File: src/rtl/jtkicker_sdram_arb.sv
// jtkicker_sdram_arb: four-slot ROM read arbiter in front of the SDRAM read port.
// Each slot keeps a one-word cache (address + data); slot 0 has absolute priority,
// slots 1-3 rotate round-robin. Define JTKICKER_ARB_STATS_EN to add per-slot
// saturating grant counters readable through debug_sel/debug_view.
module jtkicker_sdram_arb #(
    parameter int          AW      = 16,
    parameter logic [21:0] OFFSET0 = 22'h0,
    parameter logic [21:0] OFFSET1 = 22'h0,
    parameter logic [21:0] OFFSET2 = 22'h0,
    parameter logic [21:0] OFFSET3 = 22'h0
) (
    input  logic            clk,
    input  logic            rst_n,
    input  logic            downloading,
    input  logic [3:0]      slot_cs,
    input  logic [4*AW-1:0] slot_addr,
    output logic [3:0]      slot_ok,
    output logic [63:0]     slot_dout,
    output logic            sdram_req,
    output logic [21:0]     sdram_addr,
    input  logic            sdram_ack,
    input  logic            data_rdy,
    input  logic [15:0]     data_read
`ifdef JTKICKER_ARB_STATS_EN
    ,
    input  logic [1:0]      debug_sel,
    output logic [7:0]      debug_view
`endif
);

    localparam logic [1:0] ST_IDLE = 2'd0;
    localparam logic [1:0] ST_REQ  = 2'd1;
    localparam logic [1:0] ST_WAIT = 2'd2;

    localparam logic [3:0][21:0] OFFS = {OFFSET3, OFFSET2, OFFSET1, OFFSET0};

    logic [1:0]           state_q, state_d;
    logic [1:0]           gnt_q, gnt_d;
    logic [1:0]           ptr_q, ptr_d;
    logic [AW-1:0]        faddr_q, faddr_d;
    logic                 req_q, req_d;
    logic [21:0]          saddr_q, saddr_d;
    logic [3:0]           valid_q, valid_d;
    logic [3:0][AW-1:0]   cached_q, cached_d;
    logic [3:0][15:0]     dout_q, dout_d;

    logic [3:0][AW-1:0]   addr_a;
    logic [3:0]           hit, need;
    logic [1:0]           sel;
    logic                 issue;

    assign addr_a     = slot_addr;
    assign sdram_req  = req_q;
    assign sdram_addr = saddr_q;
    assign slot_dout  = dout_q;
    assign issue      = (state_q == ST_IDLE) && !downloading && (|need);

    // Cache lookup: hit/need per slot, ok is combinational on the live request
    always_comb begin
        hit = '0;
        for (int unsigned n = 0; n < 4; n++) begin
            hit[n] = valid_q[n] && (cached_q[n] == addr_a[n]);
        end
        need    = slot_cs & ~hit;
        slot_ok = slot_cs & hit;
    end

    // Grant choice: slot 0 first, else first needy slot after the pointer among 1-3
    always_comb begin
        int unsigned c;
        logic [1:0]  cand;
        logic        found;
        sel   = 2'd0;
        found = need[0];
        c     = 0;
        cand  = 2'd0;
        for (int unsigned k = 1; k <= 3; k++) begin
            c = 32'(ptr_q) + k;
            if (c > 3) c = c - 3;
            cand = 2'(c);
            if (!found && need[cand]) begin
                sel   = cand;
                found = 1'b1;
            end
        end
    end

    // Next-state logic for the IDLE -> REQ -> WAIT fetch sequence and the caches
    always_comb begin
        state_d  = state_q;
        gnt_d    = gnt_q;
        ptr_d    = ptr_q;
        faddr_d  = faddr_q;
        req_d    = req_q;
        saddr_d  = saddr_q;
        valid_d  = valid_q;
        cached_d = cached_q;
        dout_d   = dout_q;
        if (downloading) begin
            state_d = ST_IDLE;
            req_d   = 1'b0;
            valid_d = '0;
        end else begin
            case (state_q)
                ST_IDLE: begin
                    if (issue) begin
                        gnt_d   = sel;
                        faddr_d = addr_a[sel];
                        saddr_d = 22'(addr_a[sel]) + OFFS[sel];
                        req_d   = 1'b1;
                        state_d = ST_REQ;
                    end
                end
                ST_REQ: begin
                    if (sdram_ack) begin
                        req_d   = 1'b0;
                        state_d = ST_WAIT;
                    end
                end
                ST_WAIT: begin
                    if (data_rdy) begin
                        dout_d[gnt_q]   = data_read;
                        cached_d[gnt_q] = faddr_q;
                        valid_d[gnt_q]  = 1'b1;
                        if (gnt_q != 2'd0) ptr_d = gnt_q;
                        state_d = ST_IDLE;
                    end
                end
                default: state_d = ST_IDLE;
            endcase
        end
    end

    // State registers with asynchronous reset
    always_ff @(posedge clk or negedge rst_n) begin
        if (!rst_n) begin
            state_q  <= ST_IDLE;
            gnt_q    <= 2'd0;
            ptr_q    <= 2'd3;
            faddr_q  <= '0;
            req_q    <= 1'b0;
            saddr_q  <= '0;
            valid_q  <= '0;
            cached_q <= '0;
            dout_q   <= '0;
        end else begin
            state_q  <= state_d;
            gnt_q    <= gnt_d;
            ptr_q    <= ptr_d;
            faddr_q  <= faddr_d;
            req_q    <= req_d;
            saddr_q  <= saddr_d;
            valid_q  <= valid_d;
            cached_q <= cached_d;
            dout_q   <= dout_d;
        end
    end

`ifdef JTKICKER_ARB_STATS_EN
    logic [3:0][7:0] cnt_q;
    logic            dl_q;
    logic [7:0]      view_q;

    assign debug_view = view_q;

    // Saturating grant counters, cleared when a download starts; registered readback
    always_ff @(posedge clk or negedge rst_n) begin
        if (!rst_n) begin
            cnt_q  <= '0;
            dl_q   <= 1'b0;
            view_q <= '0;
        end else begin
            dl_q   <= downloading;
            view_q <= cnt_q[debug_sel];
            if (downloading && !dl_q) begin
                cnt_q <= '0;
            end else if (issue && cnt_q[sel] != 8'hFF) begin
                cnt_q[sel] <= cnt_q[sel] + 8'd1;
            end
        end
    end
`endif

endmodule

File: config.mk
export PLATFORM = sky130hd
export DESIGN_NAME = jtkicker_sdram_arb
export DESIGN_NICKNAME = d
export VERILOG_FILES = /design/src/rtl/jtkicker_sdram_arb.sv
export SDC_FILE = /design/constraint.sdc
export NUM_CORES = 1
export LEC_CHECK = 0
export CORE_MARGIN = 3
export CORE_UTILIZATION = 62
export CTS_CLUSTER_DIAMETER = 40
export DETAILED_ROUTE_END_ITERATION = 8
export DONT_BUFFER_PORTS = 1
export GPL_ROUTABILITY_DRIVEN = 0
export PLACE_DENSITY = 0.79
export SYNTH_ARGS = -nofsm -noshare
export SYNTH_HDL_FRONTEND = slang
export SYNTH_SLANG_ARGS = --single-unit
export TNS_END_PERCENT = 1
File: constraint.sdc
create_clock -name clk -period 6.45 [get_ports clk]
set_input_delay 0.3225 -clock clk [delete_from_list [all_inputs] [get_ports clk]]
set_output_delay 0.3225 -clock clk [all_outputs]
set_load 0.03 [all_outputs]
[Word level (Yosys, flattened, before mapping)]
Cells that the tools add are included.
Operators by class
  add/sub/neg operators: 7
  magnitude comparators: 9
  equal/unequal tests: 9
  mux-type cells: 36
  bitwise operators: 5
  reductions and logical operators: 26
Operators by type and width (number)
  $bwmux 64: 2
  $eq 16x16->1: 4
  $bmux 22 s2: 1
  $bmux 16 s2: 1
  $demux 16 s2: 1
  $mux 16: 2
  $add 16x22->22: 1
  $mux 22: 1
  $mux 2: 10
  $lt 2x3->1 const B: 5
  $mux 4: 3
  $reduce_and 3->1: 4
  $logic_and 1x1->1: 10
  $gt 3x2->1 const B: 3
  $mux 1: 9
  $ne 3x3->1 const B: 3
  $and 4x4->4: 2
  $add 2x2->3 const B: 2
  $bmux 1 s2: 3
  $pmux 2 s3: 1
  $reduce_bool 2->1: 3
  $sub 2x2->2 const B: 3
  $logic_not 1->1: 4
  $not 4->4: 1
  other kinds (13): 13
Word-level totals
  bits in registers: 177
  input port bits: 89
  output and inout bits: 91
  logic and storage cells: 107

[Longest topological paths before layout]
Gate-level depths: netlist of run 1.
  word-level depth: 17
  depth in mapped cells: 12
  depth with buffers taken out: 10

[Least setup slack after synthesis of run 1]
No wires, ideal clock.
  path kind: register to register
  start: reg cached_q[4] (netlist bit)
  end: reg saddr_q[10] (netlist: sdram_addr[10])
  setup time: 126 ps
  arrival time: 2971 ps
  required time: 6324 ps
  path slack: 3353 ps
  cell stages (with the launch flop): 12
  path buffers: 2
  period minus slack after synthesis: 3097 ps
  path through: dfrtp_1 -> xor2_1 -> nor4_1 -> nand2_1 -> o41ai_4 -> o31a_1 -> or4b_1 -> buf_6 -> nand2_8 -> buf_12 -> mux2_1 -> a221o_1
Between the ends
  word-level cells in the longest chain between the ends: 17
  elaborated cells on any way between the ends: 29
  those cells by class: 1 x add/sub; 1 x eq/ne; 15 x mux; 2 x bitwise; 10 x reduce/logical
RTL lines
  start: declaration: line 44  | logic [3:0][AW-1:0] cached_q, cached_d;
  start signal: assignment: line 154  | cached_q <= cached_d;
  $eq 16x16->1 (*): line 62  | hit[n] = valid_q[n] && (cached_q[n] == addr_a[n]);
  $logic_and 1x1->1 (*): line 62
  $not 4->4 (*): line 64  | need = slot_cs & ~hit;
  $and 4x4->4 (*): line 64
  $bmux 1 s2: line 81  | if (!found && need[cand]) begin
  $mux 1 (implied by the code): line 81
  $logic_and 1x1->1: line 81
  $mux 1: line 81
  $logic_not 1->1: line 81
  $logic_and 1x1->1: line 81
  $mux 1: line 81
  $logic_not 1->1: line 81
  $logic_and 1x1->1: line 81
  $mux 2: line 81
  $bmux 16 s2 or $bmux 22 s2 (tied branches): line 109  | saddr_d = 22'(addr_a[sel]) + OFFS[sel];
  $mux 16 (implied by the code) or $mux 22 (tied branches): line 109
  $add 16x22->22: line 109
  end signal: assignment: line 152  | saddr_q <= saddr_d;
  end: declaration: line 42  | logic [21:0] saddr_q, saddr_d;
Every way passes the cells marked *; elsewhere a longest branch is shown, timed or not. The select of a mux whose other input is x is not followed.
A chain may end at the register's enable or synchronous reset.

[Worst setup path after layout of run 1]
  start: reg cached_q[13] (netlist bit)
  end: reg saddr_q[1] (netlist: sdram_addr[1])
Same word-level chain as after synthesis.

==> results of run 1 <==
==> cell families (layout without fill, tap and decap cells) <==
family,Yosys count,in the layout
XOR/XNOR,64,64
buffers and inverters,46,53
adder cells (fa/ha/maj),2,2
AO/OA/AOI/OAI,75,75
AND/OR/NAND/NOR,76,76
flip-flops,155,155
other,1,6
multiplexers,147,147
==> worst max-delay path: cells and delay by family (launching register included) <==
kind | cells | cell delay (ns)
muxes | 1 | 0.37
xor gates and xnor gates | 1 | 0.15
AOI/OAI and AO/OA | 3 | 1.17
and+or+nand+nor | 4 | 2.13
DFF | 1 | 0.39
==> layer usage <==
layer	up-vias	part of all wire	wire length (µm)
li1	2045	-	-
met1	2332	0.38	6870
met2	239	0.46	8320
met3	42	0.14	2600
met4	0	0.022	409
met5	-	0	0
==> how the worst min path moves through the flow <==
stage	from	endpoint	slack, ns	depth (start not counted)
global placement	rst_n	cached_q[30]	0.03	0
floorplan	rst_n	cached_q[0]	0.03	0
detailed placement	rst_n	cached_q[30]	0.03	0
CTS	data_read[5]	slot_dout[5]	0.03	1
finish	data_read[7]	slot_dout[39]	0.03	1
global route	data_read[9]	slot_dout[57]	0.02	1
==> report_power, final <==
group,total [µW],switching (µW),internal [µW]
Clock,973,402,572
Sequential,1650,468,1180
Combinational,621,313,308
Total,3240,1180,2060
==> placed cells by master (no fill, tap or decap), types with 3 or more instances in the layout <==
master | Yosys | routed
a21oi_1 | 23 | 23
a221o_1 | 16 | 16
buf_4 | 6 | 4
clkbuf_16 | 0 | 17
clkinv_2 | 0 | 3
clkinvlp_4 | 0 | 3
conb_1 | 1 | 6
dfrtp_1 | 153 | 153
dlygate4sd3_1 | 0 | 3
inv_1 | 13 | 13
inv_6 | 0 | 4
mux2_1 | 9 | 9
mux2_2 | 137 | 137
nand2_1 | 13 | 13
nand3_1 | 20 | 18
nand4_1 | 4 | 4
nor2_1 | 5 | 5
nor3_1 | 5 | 5
nor4_1 | 12 | 12
o21ai_0 | 19 | 19
o21ai_1 | 3 | 3
xnor2_1 | 16 | 16
xor2_1 | 48 | 48
==> state kept, by name, summed over array words and instances (netlist names) <==
name	flops
state_q	2
valid_q	4
slot_dout	64
ptr_q	2
gnt_q	2
cached_q	64
sdram_addr	16
sdram_req	1
==> per-stage QoR <==
stage	std cells	total power, µW	hold WS, ns	instance area (µm²)
2_1_floorplan	571	2080	0.0269	7350
3_3_place_gp	685	2210	0.0326	7390
3_5_place_dp	685	2250	0.0308	7390
4_1_cts	721	3250	0.0255	8020
5_1_grt	721	3380	0.0241	8020
6_report	721	3240	0.0341	8020
==> synthesized netlist by cell type, drive strengths merged (2+ instances only) <==
cell type    n
dfrtp      153
mux2       146
xor2        48
a21oi       23
o21ai       22
nand3       20
clkbuf      19
a221o       16
xnor2       16
buf         14
nand2       14
inv         13
nor4        12
nor2         5
nor3         5
nand4        4
and4         2
dfstp        2
ha           2
nor2b        2
nor4bb       2
o211ai       2
o31a         2
or2          2
==> repair_timing <==
item                      in CTS  in global routing
hold endpoints to repair     162                  0
resized for setup              0                  0
hold buffers                   4                  0
==> final cells by class <==
type / instances / area, µm²
clock buffer: 19 / 433
clock inverter: 13 / 141
fill: 801 / 3450
inverter: 13 / 48.8
multi-input combinational: 370 / 3250
sequential: 155 / 3880
tap: 143 / 179
timing repair buffer: 8 / 87.6
==> impl_metrics.json, run 1 <==
{
  "synth_mux_area_frac": 0.226,
  "rsz0062_at_grt": "no",
  "antenna_cells": 0,
  "synth-edff-count": 0,
  "fin_skew_ns": 0.0105,
  "async_flop_share": 1.00,
  "slew_viol_final": 0,
  "worst_path_max_delay_cell": "or4b_1",
  "r2r_setup_slack_ns": 2.14,
  "synth_compound_area_frac": 0.0720,
  "dp.final_hpwl_um": 12500,
  "area_growth_pct": 9.42,
  "slew_headroom": 0.253,
  "path_max_fanout": 17,
  "drtIter0Drc": 438,
  "synth_cell_types": 51,
  "cts_tree": "yes",
  "wirelength_um": 18200,
  "grt_usage": 0.285,
  "syn_area_um2": 7330,
  "ir_drop_uv": 271,
  "reg2regPathDepth": 9,
  "worst_slack_ns": 2.14,
  "r2r-start": "cached_q[13]",
  "syn_inst": 566,
  "die-area_um2": 13200,
  "tightest_slew_ns": 1.12,
  "layout.nets": 656,
  "ant_nets": 0,
  "core.rowCount": 39,
  "startpoint": "cached_q[13]",
  "vias": 4658,
  "synth_xor_xnor_area_share": 0.0765,
  "post_cts_buffers": 0,
  "start_util": 0.639,
  "rr_endpoint": "sdram_addr[1]",
  "clk_pin_slew_ns": 0.06,
  "grt_max_degree": 156,
  "root_buffer": "clkbuf_16",
  "cp-endpoint": "sdram_addr[1]",
  "hold_viol": 0,
  "die_h_um": 115,
  "final_core_util": 0.699,
  "grt_overflow_total": 0,
  "fmax_mhz": 232,
  "core_area_um2": 11500,
  "yosysSeqAreaShare": 0.530,
  "ys.flop_type": "dfrtp_1",
  "grt_pass1_wl_um": 28000,
  "drc": 0,
  "antenna_found_initial": 0,
  "cts_buffers": 17,
  "globalRouteMet2Util": 0.426,
  "die_w_um": 115,
  "dr.pass1.iters": 7,
  "h-tree-depth": 4,
  "post-place-ws_ns": 2.30,
  "use_met1": 0.356,
  "layout-drive-gt1-share": 0.317,
  "crit_chain": "xor2_1 -> nor4_1 -> nand2_1 -> o41ai_4 -> o31a_1 -> or4b_1 -> nand2_8 -> mux2_2 -> a221o_1",
  "cts_sinks": 155,
  "met3_usage": 0.152,
  "yosys.area_share.simple": 0.0613,
  "grt_busiest_layer": "met2",
  "yosysTopAreaCell": "dfrtp_1",
  "vias_per_cell": 6.46,
  "arrival_ns": 4.63,
  "min_period_ns": 4.31,
  "clk_latency_ns": 0.43,
  "synth_top_area_frac": 0.522,
  "crit_type": "flip-flop to flip-flop",
  "startpoint_type": "flip-flop",
  "synth_top_family_by_area": "multiplexers",
  "setup_violations": 0,
  "cp-end-kind": "flip-flop",
  "syn_avg_cell_area_um2": 12.9,
  "worstHoldPathType": "input port to flip-flop",
  "synth_top_cells_by_area": "dfrtp_1 52%, mux2_2 21%, xor2_1 5.7%",
  "synth-warning-count": 0,
  "leakage_uw": 0.00387,
  "power_density_nw_per_um2": 404,
  "max-cap-violations": 0,
  "worstPathRequired_ns": 6.77,
  "cpPeakStageDelay_ns": 0.85,
  "grt_pass1_vias": 4990,
  "portBuffers": 0,
  "clockBufferDepth": 2,
  "ys_ff_latch": 155,
  "fin_crit_sh": 0.669,
  "ios": 180,
  "wl_per_cell_um": 25.2,
  "outcome": "complete, no violations",
  "synth_adder_area_share": 0.00341,
  "tns_ns": 0
}
(Power assumes the default switching activity.)
==> inputs of run 2 (changes only) <==
Clock period 6.45 ns to 3.97 ns, I/O delays scaled along.
==> run 2 against run 1 <==
Net effect: total power is 65% higher; core utilization rose by 2.1 points; maximum frequency increased by 12%; critical path depth did not move; sequential cell count is the same; clock skew down 0.0048 ns; combinational power grew 69%; global-route usage grew 1.0 points; clock power is 68% higher; largest cell class unchanged; largest power group unchanged.
==> impl_metrics.json, run 2 (synthesis gave the netlist of run 1 again) <==
{
  "tns_ns": 0,
  "h-tree-depth": 4,
  "cts_buffers": 17,
  "antenna_found_initial": 0,
  "instances_no_fill": 744,
  "root_buffer": "clkbuf_16",
  "grt_busiest_layer": "met2",
  "use_met1": 0.392,
  "fin_skew_ns": 0.00573,
  "total_power_uw": 5360,
  "dp.final_hpwl_um": 13000,
  "grt_overflow_total": 0,
  "tightest_slew_ns": 1.15,
  "wirelength_um": 18900,
  "die_w_um": 115,
  "cpPeakStageDelay_ns": 0.61,
  "ios": 180,
  "internal_power_uw": 3390,
  "drc": 0,
  "vias": 4838,
  "final_cell_mix": "153 x dfrtp_1, 137 x mux2_2, 48 x xor2_1",
  "setup_violations": 0,
  "comb_power_share": 0.196,
  "outcome": "complete, no violations",
  "worstHoldPathType": "input port to flip-flop",
  "start_util": 0.639,
  "rsz0062_at_grt": "no",
  "wl_per_cell_um": 25.5,
  "die-area_um2": 13200,
  "dp.cells": 691,
  "globalRouteMet2Util": 0.449,
  "fin_crit_sh": 0.969,
  "clk_pin_slew_ns": 0.06,
  "cts_sinks": 155,
  "seqPwrFrac": 0.499,
  "layout-drive-gt1-share": 0.318,
  "clockBufferDepth": 2,
  "post-place-ws_ns": 0.200,
  "ant_nets": 0,
  "slew_viol_final": 0,
  "antenna_cells": 0,
  "crit_chain": "xor2_1 -> nor4_1 -> nand2_1 -> o41ai_4 -> o31a_1 -> or4b_1 -> nand2_8 -> mux2_1 -> a221o_1",
  "leakage_uw": 0.00398,
  "crit_buf_inv": 0,
  "core_area_um2": 11500,
  "clk_latency_ns": 0.42,
  "portBuffers": 0,
  "startpoint_type": "flip-flop",
  "cts_tree": "yes",
  "whs_ns": 0.0402,
  "grt_usage": 0.295,
  "final_common_cell": "dfrtp_1",
  "path_max_fanout": 17,
  "cp-end-kind": "flip-flop",
  "max-cap-violations": 0,
  "p_sw_uw": 1970,
  "crit_type": "flip-flop to flip-flop",
  "grt_max_degree": 156,
  "worstPathRequired_ns": 4.27,
  "slew_headroom": 0.226,
  "core.rowCount": 39,
  "area_growth_pct": 12.7,
  "pwr-share-clk": 0.304,
  "ir_drop_uv": 599,
  "layout.nets": 679,
  "dr.pass1.iters": 5,
  "min_period_ns": 3.85,
  "worst_path_max_delay_cell": "nor4_1",
  "drtIter0Drc": 486,
  "grt_pass1_wl_um": 29000,
  "hold_viol": 0,
  "power_density_nw_per_um2": 649,
  "arrival_ns": 4.14,
  "met3_usage": 0.128,
  "worst_slack_ns": 0.123,
  "die_h_um": 115,
  "fmax_mhz": 260,
  "power.share.switching": 0.368,
  "vias_per_cell": 6.50,
  "grt_pass1_vias": 5040,
  "crit_family": "simple AND/OR/NAND/NOR gates"
}
==> run 2: what timing repair did <==
| action | 4_1_cts | 5_1_grt |
|---|---|---|
| resized for setup | 0 | 0 |
| hold endpoints to repair | 226 | 0 |
| hold buffers | 21 | 0 |
| buffers inserted | 0 | 0 |
==> run 2: power by group through the flow <==
| stage | Sequential, µW | Combinational (µW) | Clock (µW) |
|---|---|---|---|
| after floorplan | 2570 | 805 | 0 |
| after global placement | 2680 | 918 | 0 |
| after detailed placement | 2700 | 970 | 0 |
| after CTS | 2670 | 1040 | 1650 |
| after global routing | 2720 | 1140 | 1730 |
| final | 2680 | 1050 | 1630 |
==> run 2: final timing paths <==
check | from | end | slack [ns] | cells after the start
worst min register to register | ptr_q[1] | ptr_q[1] | 0.48 | 2
min in group asynchronous | rst_n | cached_q[58] | 0.44 | 2
worst max-delay path | cached_q[13] | sdram_addr[10] | 0.12 | 9
worst min-delay path | slot_addr[6] | sdram_addr[6] | 0.04 | 2
max in group asynchronous | rst_n | valid_q[2] | 2.91 | 2
worst max register to register | cached_q[13] | sdram_addr[10] | 0.12 | 9
==> run 2: stage by stage <==
step / cell area [µm²] / utilization
2_1_floorplan: 7350 / -
3_3_place_gp: 7430 / 0.648
3_5_place_dp: 7430 / 0.648
4_1_cts: 8260 / 0.720
5_1_grt: 8260 / 0.720
6_report: 8260 / 0.720
==> run 2: layer usage <==
metal / wire length, µm / up-vias
met1: 7180 / 2416
met5: 0 / -
met2: 8830 / 290
met3: 2550 / 46
li1: - / 2086
met4: 365 / 0
==> run 2: area by class of cell <==
| type | count | area [µm²] |
|---|---|---|
| Fill cell | 786 | 3210 |
| Clock inverter | 14 | 159 |
| Multi-Input combinational cell | 370 | 3250 |
| Sequential cell | 155 | 3880 |
| Inverter | 13 | 48.8 |
| Tap cell | 143 | 179 |
| Clock buffer | 18 | 439 |
| Timing Repair Buffer | 31 | 303 |
